==> config.mk <==
export PLATFORM = sky130hd
export DESIGN_NAME = breakout_ball_ctrl
export DESIGN_NICKNAME = d
export VERILOG_FILES = /design/src/rtl/breakout_ball_ctrl.sv
export SDC_FILE = /design/constraint.sdc
export NUM_CORES = 1
export LEC_CHECK = 0
export ABC_AREA = 1
export BUFFER_PORTS_ARGS = -buffer_cell sky130_fd_sc_hd__clkbuf_2
export CAP_MARGIN = 20
export CORE_ASPECT_RATIO = 0.8
export CORE_MARGIN = 2
export CORE_UTILIZATION = 27
export CTS_CLUSTER_SIZE = 8
export DETAILED_ROUTE_END_ITERATION = 6
export SETUP_SLACK_MARGIN = 0.3
export SYNTH_ARGS = -nofsm -noshare
export SYNTH_HDL_FRONTEND = slang
export SYNTH_SLANG_ARGS = --single-unit
==> constraint.sdc <==
create_clock -name clk -period 11.6 [get_ports clk]
set_clock_uncertainty 0.2 [all_clocks]
set_input_delay 2.32 -clock clk [delete_from_list [all_inputs] [get_ports clk]]
set_output_delay 2.32 -clock clk [all_outputs]
set_load 0.01 [all_outputs]
==> src/rtl/breakout_ball_ctrl.sv <==
// Ball motion controller for the 800x600 breakout playfield.
// Owns the ball position, folds block/wall/paddle contacts into a new
// direction once per frame, and sequences serve / play / miss / game over
// together with the lives counter.
module breakout_ball_ctrl #(
  parameter int BALL_SIZE   = 8,
  parameter int SPEED       = 2,
  parameter int H_MAX       = 799,
  parameter int V_MAX       = 599,
  parameter int START_X     = 396,
  parameter int START_Y     = 540,
  parameter int PADDLE_Y_T  = 580,
  parameter int LIVES       = 3,
  parameter int MISS_FRAMES = 60
) (
  input  logic        clk,
  input  logic        reset,
  input  logic        refr_tick,
  input  logic        launch,
  input  logic        hit_u,
  input  logic        hit_d,
  input  logic        hit_l,
  input  logic        hit_r,
  input  logic [10:0] paddle_x_l,
  input  logic [10:0] paddle_x_r,
  input  logic [10:0] pix_x,
  input  logic [10:0] pix_y,
  output logic [10:0] ball_x_l,
  output logic [10:0] ball_x_r,
  output logic [10:0] ball_y_t,
  output logic [10:0] ball_y_b,
  output logic        ball_on,
  output logic [1:0]  lives,
  output logic        game_over
);

  localparam logic [10:0] SPEED_C   = 11'(SPEED);
  localparam logic [10:0] SIZE_M1   = 11'(BALL_SIZE - 1);
  localparam logic [10:0] X_TURN    = 11'(H_MAX - SPEED);
  localparam logic [10:0] Y_MISS    = 11'(V_MAX - SPEED);
  localparam logic [10:0] PAD_TOP   = 11'(PADDLE_Y_T);
  localparam logic [10:0] PAD_BOT   = 11'(PADDLE_Y_T + 3);
  localparam logic [10:0] START_X_C = 11'(START_X);
  localparam logic [10:0] START_Y_C = 11'(START_Y);
  localparam logic signed [11:0] STEP_S  = 12'(SPEED);
  localparam logic signed [11:0] X_LIM_S = 12'(H_MAX - BALL_SIZE + 1);
  localparam logic signed [11:0] Y_LIM_S = 12'(V_MAX - BALL_SIZE + 1);
  localparam int CNT_W = $clog2(MISS_FRAMES + 1);
  localparam logic [CNT_W-1:0] CNT_LAST = CNT_W'(MISS_FRAMES - 1);
  localparam logic [1:0] LIVES_C = 2'(LIVES);

  typedef enum logic [1:0] {SERVE, PLAY, MISS, OVER} state_t;

  state_t            state_reg, state_next;
  logic [10:0]       x_l_reg, x_l_next;
  logic [10:0]       y_t_reg, y_t_next;
  logic              dir_x_reg, dir_x_next;   // 1 = moving right (+1)
  logic              dir_y_reg, dir_y_next;   // 1 = moving down (+1)
  logic [1:0]        lives_reg, lives_next;
  logic [CNT_W-1:0]  cnt_reg, cnt_next;
  logic [3:0]        latch_reg, latch_next;   // {u, d, l, r}

  logic [3:0]        hit_vec;
  logic [3:0]        hit_eff;
  logic              new_dx, new_dy;
  logic              move_dx, move_dy;
  logic              paddle_contact;
  logic              miss_now;
  logic signed [11:0] x_sum, y_sum;
  logic [10:0]       x_moved, y_moved;

  assign hit_vec = {hit_u, hit_d, hit_l, hit_r};

  // A pulse arriving on the tick cycle is consumed by that tick; latches only live in PLAY.
  genvar gi;
  generate
    for (gi = 0; gi < 4; gi++) begin : g_latch
      assign hit_eff[gi]    = latch_reg[gi] | hit_vec[gi];
      assign latch_next[gi] = (state_reg == PLAY) && !refr_tick && hit_eff[gi];
    end
  endgenerate

  assign ball_x_l  = x_l_reg;
  assign ball_x_r  = x_l_reg + SIZE_M1;
  assign ball_y_t  = y_t_reg;
  assign ball_y_b  = y_t_reg + SIZE_M1;
  assign lives     = lives_reg;
  assign game_over = (state_reg == OVER);
  assign ball_on   = (pix_x >= ball_x_l) && (pix_x <= ball_x_r) &&
                     (pix_y >= ball_y_t) && (pix_y <= ball_y_b) &&
                     (state_reg != OVER);

  assign paddle_contact = (ball_y_b >= PAD_TOP) && (ball_y_b <= PAD_BOT) &&
                          (ball_x_r >= paddle_x_l) && (ball_x_l <= paddle_x_r) &&
                          dir_y_reg;
  assign miss_now = (ball_y_b >= Y_MISS) && !paddle_contact;

  // Clamp a signed candidate coordinate into [0, lim].
  function automatic logic [10:0] clamp(input logic signed [11:0] v,
                                        input logic signed [11:0] lim);
    if (v < 12'sd0)
      return 11'd0;
    else if (v > lim)
      return lim[10:0];
    else
      return v[10:0];
  endfunction

  // Direction decision for a PLAY tick: block hits first, then walls, then paddle.
  always_comb begin
    new_dx = dir_x_reg;
    if (hit_eff[1] && hit_eff[0])  new_dx = ~dir_x_reg;
    else if (hit_eff[1])           new_dx = 1'b0;
    else if (hit_eff[0])           new_dx = 1'b1;
    else if (x_l_reg <= SPEED_C)   new_dx = 1'b1;
    else if (ball_x_r >= X_TURN)   new_dx = 1'b0;

    new_dy = dir_y_reg;
    if (hit_eff[3] && hit_eff[2])  new_dy = ~dir_y_reg;
    else if (hit_eff[3])           new_dy = 1'b0;
    else if (hit_eff[2])           new_dy = 1'b1;
    else if (y_t_reg <= SPEED_C)   new_dy = 1'b1;
    else if (paddle_contact)       new_dy = 1'b0;
  end

  // Candidate position one step along the chosen direction (serve launches right/up).
  always_comb begin
    move_dx = (state_reg == PLAY) ? new_dx : 1'b1;
    move_dy = (state_reg == PLAY) ? new_dy : 1'b0;
    x_sum   = $signed({1'b0, x_l_reg}) + (move_dx ? STEP_S : -STEP_S);
    y_sum   = $signed({1'b0, y_t_reg}) + (move_dy ? STEP_S : -STEP_S);
    x_moved = clamp(x_sum, X_LIM_S);
    y_moved = clamp(y_sum, Y_LIM_S);
  end

  // Game sequencing and per-frame ball update.
  always_comb begin
    state_next = state_reg;
    x_l_next   = x_l_reg;
    y_t_next   = y_t_reg;
    dir_x_next = dir_x_reg;
    dir_y_next = dir_y_reg;
    lives_next = lives_reg;
    cnt_next   = cnt_reg;
    case (state_reg)
      SERVE: begin
        if (refr_tick && launch) begin
          state_next = PLAY;
          dir_x_next = 1'b1;
          dir_y_next = 1'b0;
          x_l_next   = x_moved;
          y_t_next   = y_moved;
        end
      end
      PLAY: begin
        if (refr_tick) begin
          dir_x_next = new_dx;
          dir_y_next = new_dy;
          if (miss_now) begin
            state_next = MISS;
            cnt_next   = '0;
          end else begin
            x_l_next = x_moved;
            y_t_next = y_moved;
          end
        end
      end
      MISS: begin
        if (refr_tick) begin
          if (cnt_reg == CNT_LAST) begin
            cnt_next   = '0;
            lives_next = lives_reg - 2'd1;
            if (lives_reg == 2'd1) begin
              state_next = OVER;
            end else begin
              state_next = SERVE;
              x_l_next   = START_X_C;
              y_t_next   = START_Y_C;
              dir_x_next = 1'b1;
              dir_y_next = 1'b0;
            end
          end else begin
            cnt_next = cnt_reg + 1'b1;
          end
        end
      end
      default: ;  // OVER holds until reset
    endcase
  end

  // State register; reset parks the ball for a fresh game.
  always_ff @(posedge clk) begin
    if (reset) begin
      state_reg <= SERVE;
      x_l_reg   <= START_X_C;
      y_t_reg   <= START_Y_C;
      dir_x_reg <= 1'b1;
      dir_y_reg <= 1'b0;
      lives_reg <= LIVES_C;
      cnt_reg   <= '0;
      latch_reg <= '0;
    end else begin
      state_reg <= state_next;
      x_l_reg   <= x_l_next;
      y_t_reg   <= y_t_next;
      dir_x_reg <= dir_x_next;
      dir_y_reg <= dir_y_next;
      lives_reg <= lives_next;
      cnt_reg   <= cnt_next;
      latch_reg <= latch_next;
    end
  end

endmodule
==> impl_metrics.ini, run 1 <==
[route]
drt_iter0_drc = 269
via_count = 4904
drt_wl_total_um = 13940
wl_per_cell_um = 13.35
via_per_inst = 4.697
drtAntennaViolNets = 0
drc_errors = 0
firstDrtPassIters = 4

[cts]
clock_latency_ns = 0.27
cts_tree = yes
h-tree-depth = 2
cts_root_buf = clkbuf_16
cts_setup_buffers = 0
post_cts_resize_count = 0
clk_pin_slew_ns = 0.05
cts.sinks = 36
cts_buffer_depth = 2
ctsHoldBuffers = 0
cts_buffers = 5

[worst_setup_path]
critical_path.top_delay_family = compound AO/OA/AOI/OAI gates
crit_path_end_kind = output pin
startpoint_type = primary input
r2r_setup_slack_ns = 6.43
slowest_delay_ns = 0.30
critPathSlowestCell = ha_1
path_class = in2out
cp_max_fo = 2
cp.arrival_ns = 4.10
path_buf_inv = 2
crit_chain = clkbuf_2 > ha_1 > a21oi_1 > o21a_1 > o21ai_0 > a221oi_1 > o21ai_0 > o31ai_1 > nand3_1 > nor2_1 > clkbuf_2
required_ns = 9.08

[grt]
first_global_vias = 4568
grt_overflow = 0
grt_use_total = 0.1487
grt_antenna_before_repair = 0
grt_max_degree = 19
grt_pass1_wl_um = 22880

[synthesis]
synth.distinct_cells = 50
yosys_most_used_dff = dfxtp_1
netlist_instances = 726
synth_area_um2 = 4743
syn_area_per_cell_um2 = 6.533
yosys_register_bits = 36
ys_seq_area_frac = 0.1519
yosys_warnings = 0
synth_edf_count = 0
synth-async-reset-ratio = 0

[timing]
worst_slew_pin_slew_ns = 0.6412
maxSlewHeadroom = 0.5689
hold_ws_ns = 0.2737
fin_crit_sh = 0.5705
final_max_slew_viol_count = 0
period_minus_slack_ns = 6.618
finalHoldViolations = 0
fmax_ghz = 0.1511
setup_tns_ns = 0
setup_viol = 0
rsz0062_at_grt = false
finalWorstSetupSlack_ns = 4.982

[floorplanning]
die_w_um = 152.2
design.core.area_um2 = 17270
ios = 100
num_rows = 43
design.die.area_um2 = 18650
start_util = 0.2747
die_height_um = 122.6

[final_layout]
design_area_um2 = 5598
fin_util = 0.3241
seq_area_um2 = 720.7
syn_to_final_growth_pct = 18.02
drive_gt1_frac = 0.1587
n_antenna_cell = 0
fillers = 1907
stdcell_count = 1044
multi_input_area_um2 = 3521
nets = 956

[status]
status = finished, final reports clean

[min_path]
hold_class = reg2reg

[power]
fin_total_pwr_mw = 1.548
powerDensity_nw_per_um2 = 276.6
ir_drop_mv = 0.1231
p_leak_nw = 3.016

[job]
cap_violations = 0

[place]
io_buffers = 95
dp_cells = 1036
place_congestion = 0.8548
dp_hpwl_um = 11650
pre_cts_ws_ns = 4.981
dpl-instance-area_um2 = 5434
-- power by group --
part	total [mW]	leakage [nW]	internal (mW)	switching, mW
combinational	1.16	2.64	0.419	0.738
sequential	0.239	0.294	0.159	0.0806
clock	0.152	0.0808	0.101	0.0509
total	1.55	3.02	0.679	0.870
-- layout make-up --
| type | count | share of cell area |
|---|---|---|
| multi-input cells | 564 | 0.6290 |
| repair buffers | 95 | 0.08494 |
| well taps | 225 | 0.05029 |
| clock buffers | 6 | 0.02302 |
| inverters | 116 | 0.07778 |
| flip-flops and latches | 36 | 0.1287 |
| clock inverters | 2 | 0.006258 |
-- cell usage in the layout, fill, tap and decap left out, drive strengths merged --
cell     instances
a211oi           4
nand2          175
and3             2
dfxtp           36
nor4b            1
o311ai           1
or2              1
bufinv           1
nor2            55
nor4             2
or3              1
nand3           48
a2111oi          1
fa               2
nand3b           6
xnor2            4
nor3b            3
nand4           16
a21oi           67
a221oi           3
o31ai            2
o31a             1
xor2            19
o2111ai          1
o21a             2
a21o             3
nor3            14
conb             4
o21ai           28
clkinv           1
o211ai           7
inv            116
o22ai            1
o41ai            1
ha              84
o21bai           3
a31oi            1
clkbuf         101
a311oi           1
-- tightest hold or removal path, stage by stage, from the launching register on --
cell	delay, ns
dfxtp_1	0.31
nor2_1	0.05
nor2_1	0.08
-- cell usage after synthesis, drive strengths merged, types with 2 or more instances --
master	instances	share of area
o21bai	3	0.0047
nor3	14	0.017
clkbuf	3	0.0024
a211oi	4	0.0063
a21o	3	0.0047
nor4	2	0.0026
nand2	175	0.15
a221oi	3	0.0055
ha	84	0.22
nand3	48	0.052
nand3b	6	0.0095
o211ai	7	0.011
conb	2	0.0016
o21ai	28	0.031
xnor2	4	0.0074
and3	2	0.0026
o21a	2	0.0032
fa	2	0.0084
buf	9	0.013
nor3b	3	0.0047
nand4	16	0.021
a21oi	67	0.073
inv	116	0.092
o31ai	2	0.0032
xor2	19	0.037
dfxtp	36	0.15
nor2	55	0.048
-- cell families after synthesis --
family / count (synthesis) / synth area share
DFF: 36 / 0.1519
xor gates and xnor gates: 23 / 0.04405
adders and majority gates: 86 / 0.2300
AOI/OAI and AO/OA: 127 / 0.1567
other: 2 / 0.001583
buffers and inverters: 128 / 0.1074
and+or+nand+nor: 324 / 0.3084
-- metal layers --
metal,part of all wire,vias to the layer above,global-route usage
met5,0,-,0
met4,0.0045,0,0.01694
met3,0.043,6,0.01766
met2,0.41,99,0.2272
met1,0.54,2196,0.2290
li1,-,2603,-
-- path summary, 6_finish.rpt --
path / startpoint / to / depth (start not counted)
worst min-delay path: latch_reg[3] / latch_reg[3] / 2
worst min register to register: latch_reg[3] / latch_reg[3] / 2
worst max register to register: ball_x_l[1] / ball_y_t[9] / 36
worst max-delay path: pix_y[2] / ball_on / 11
Note: power is estimated with default switching activity, not from simulation.
==> run 2, diff against run 1 <==
==> constraint.sdc (replaced) <==
create_clock -name clk -period 6.38 [get_ports clk]
set_clock_uncertainty 0.2 [all_clocks]
set_input_delay 1.276 -clock clk [delete_from_list [all_inputs] [get_ports clk]]
set_output_delay 1.276 -clock clk [all_outputs]
set_load 0.01 [all_outputs]
==> impl_metrics.ini, run 2 (synthesis results as in run 1) <==
[grt]
grt_use_total = 0.1519
grt_max_degree = 19
first_global_vias = 4651
grt_pass1_wl_um = 23270
grt_antenna_before_repair = 0
grt_overflow = 0

[cts]
clk_pin_slew_ns = 0.07
cts_buffers = 5
post_cts_resize_count = 0
cts_buffer_depth = 2
cts_tree = yes
ctsHoldBuffers = 0
cts_root_buf = clkbuf_16
h-tree-depth = 2
clock_latency_ns = 0.28
cts_setup_buffers = 0
cts.sinks = 36

[route]
firstDrtPassIters = 4
drtAntennaViolNets = 0
wl_per_cell_um = 13.62
via_count = 4884
drt_iter0_drc = 220
via_per_inst = 4.678
drt_wl_total_um = 14220
drc_errors = 0

[floorplanning]
num_rows = 43
die_height_um = 122.6
design.core.area_um2 = 17270
die_w_um = 152.2
start_util = 0.2747
ios = 100
design.die.area_um2 = 18650

[power]
power.share.clock = 0.103
p_int_mw = 1.234
ir_drop_mv = 0.2427
switching_share = 0.5642
seqPwrFrac = 0.156
pwr-share-comb = 0.741
switching_power_mw = 1.598
powerDensity_nw_per_um2 = 505.2
p_leak_nw = 3.016

[final_layout]
design_area_um2 = 5605
syn_to_final_growth_pct = 18.17
layout_common_cells = nand2_1, inv_1, clkbuf_2
fillers = 1897
n_antenna_cell = 0
layout_commonest_cell = nand2_1
drive_gt1_frac = 0.1600
nets = 956

[place]
dpl-instance-area_um2 = 5434
pre_cts_ws_ns = 1.260
io_buffers = 95
place_congestion = 0.9571
dp_hpwl_um = 11680

[timing]
setup_viol = 0
fmax_ghz = 0.1910
final_max_slew_viol_count = 0
finalWorstSetupSlack_ns = 1.144
maxSlewHeadroom = 0.5143
finalHoldViolations = 0
setup_tns_ns = 0
rsz0062_at_grt = false
worst_slew_pin_slew_ns = 0.7224
period_minus_slack_ns = 5.236
fin_crit_sh = 0.8207

[worst_setup_path]
cp_max_fo = 8
crit_path_end_kind = output pin
regToRegStartpoint = ball_x_l[1]
reg2reg_to = ball_y_t[4]
startpoint_type = flop
rr_worst_depth = 35
r2r_setup_slack_ns = 1.20
cp.arrival_ns = 3.76
required_ns = 4.90
path_class = reg2out

[min_path]
hold_depth = 2
hold_class = reg2reg
holdPathEnd = latch_reg[3]
min_from = latch_reg[3]

[status]
status = finished, final reports clean

[job]
cap_violations = 0
[run 2: critical path: stages, from the launching register on]
cell and delay [ns]:
dfxtp_1 0.61, inv_1 0.28, ha_1 0.29, inv_1 0.10, nand2_1 0.09, nor2_4 0.18
nand3_1 0.11, nand2_2 0.13, inv_1 0.06, ha_1 0.26, nand2_1 0.06, nor3b_1 0.17
nand3_1 0.09, o31ai_1 0.60, nand3_1 0.18, nor2_1 0.12, clkbuf_2 0.14
[run 2: worst max path at each step]
stage / startpoint / to / slack [ns]
after floorplan: ball_x_l[1] / ball_y_t[9] / 1.90
after global placement: ball_x_l[1] / ball_y_t[9] / 1.34
after detailed placement: ball_x_l[1] / ball_y_t[4] / 1.26
after CTS: ball_y_t[1] / ball_on / 1.08
after global routing: ball_x_l[1] / ball_y_t[4] / 0.62
final: ball_y_t[1] / ball_on / 1.14
[run 2: area by class of cell]
| cell class | instances | area, um2 | area share |
|---|---|---|---|
| inverter | 116 | 435.4 | 0.07768 |
| tap | 225 | 281.5 | 0.05022 |
| timing repair buffer | 95 | 475.5 | 0.08482 |
| multi-input combinational | 564 | 3521 | 0.6281 |
| clock inverter | 3 | 46.29 | 0.008259 |
| sequential | 36 | 720.7 | 0.1286 |
| clock buffer | 5 | 125.1 | 0.02232 |
[run 2: per-stage QoR]
step | utilization | power (mW) | instances | hold WS [ns]
finish | 0.3246 | 2.832 | 1044 | 0.2701
CTS | 0.3246 | 2.836 | 1044 | 0.2816
detailed placement | 0.3146 | 2.532 | 1036 | 0.2666
global route | 0.3246 | 3.181 | 1044 | 0.3169
global placement | 0.3146 | 2.521 | 1036 | 0.2622
floorplan | - | 1.979 | 728 | 0.2367
[run 2: per-layer routing]
layer / vias up / global-route usage / share of wire
met5: - / 0 / 0
met4: 0 / 0.01869 / 0.0032
met3: 6 / 0.02119 / 0.051
met2: 109 / 0.2342 / 0.41
met1: 2171 / 0.2299 / 0.53
li1: 2598 / - / -
[run 2: power groups by stage]
stage	clock network, mW	registers, mW	logic, mW
after detailed placement	0	0.443	2.09
after floorplan	0	0.395	1.58
final	0.293	0.441	2.10
after global placement	0	0.444	2.08
after global routing	0.307	0.453	2.42
after CTS	0.295	0.438	2.10
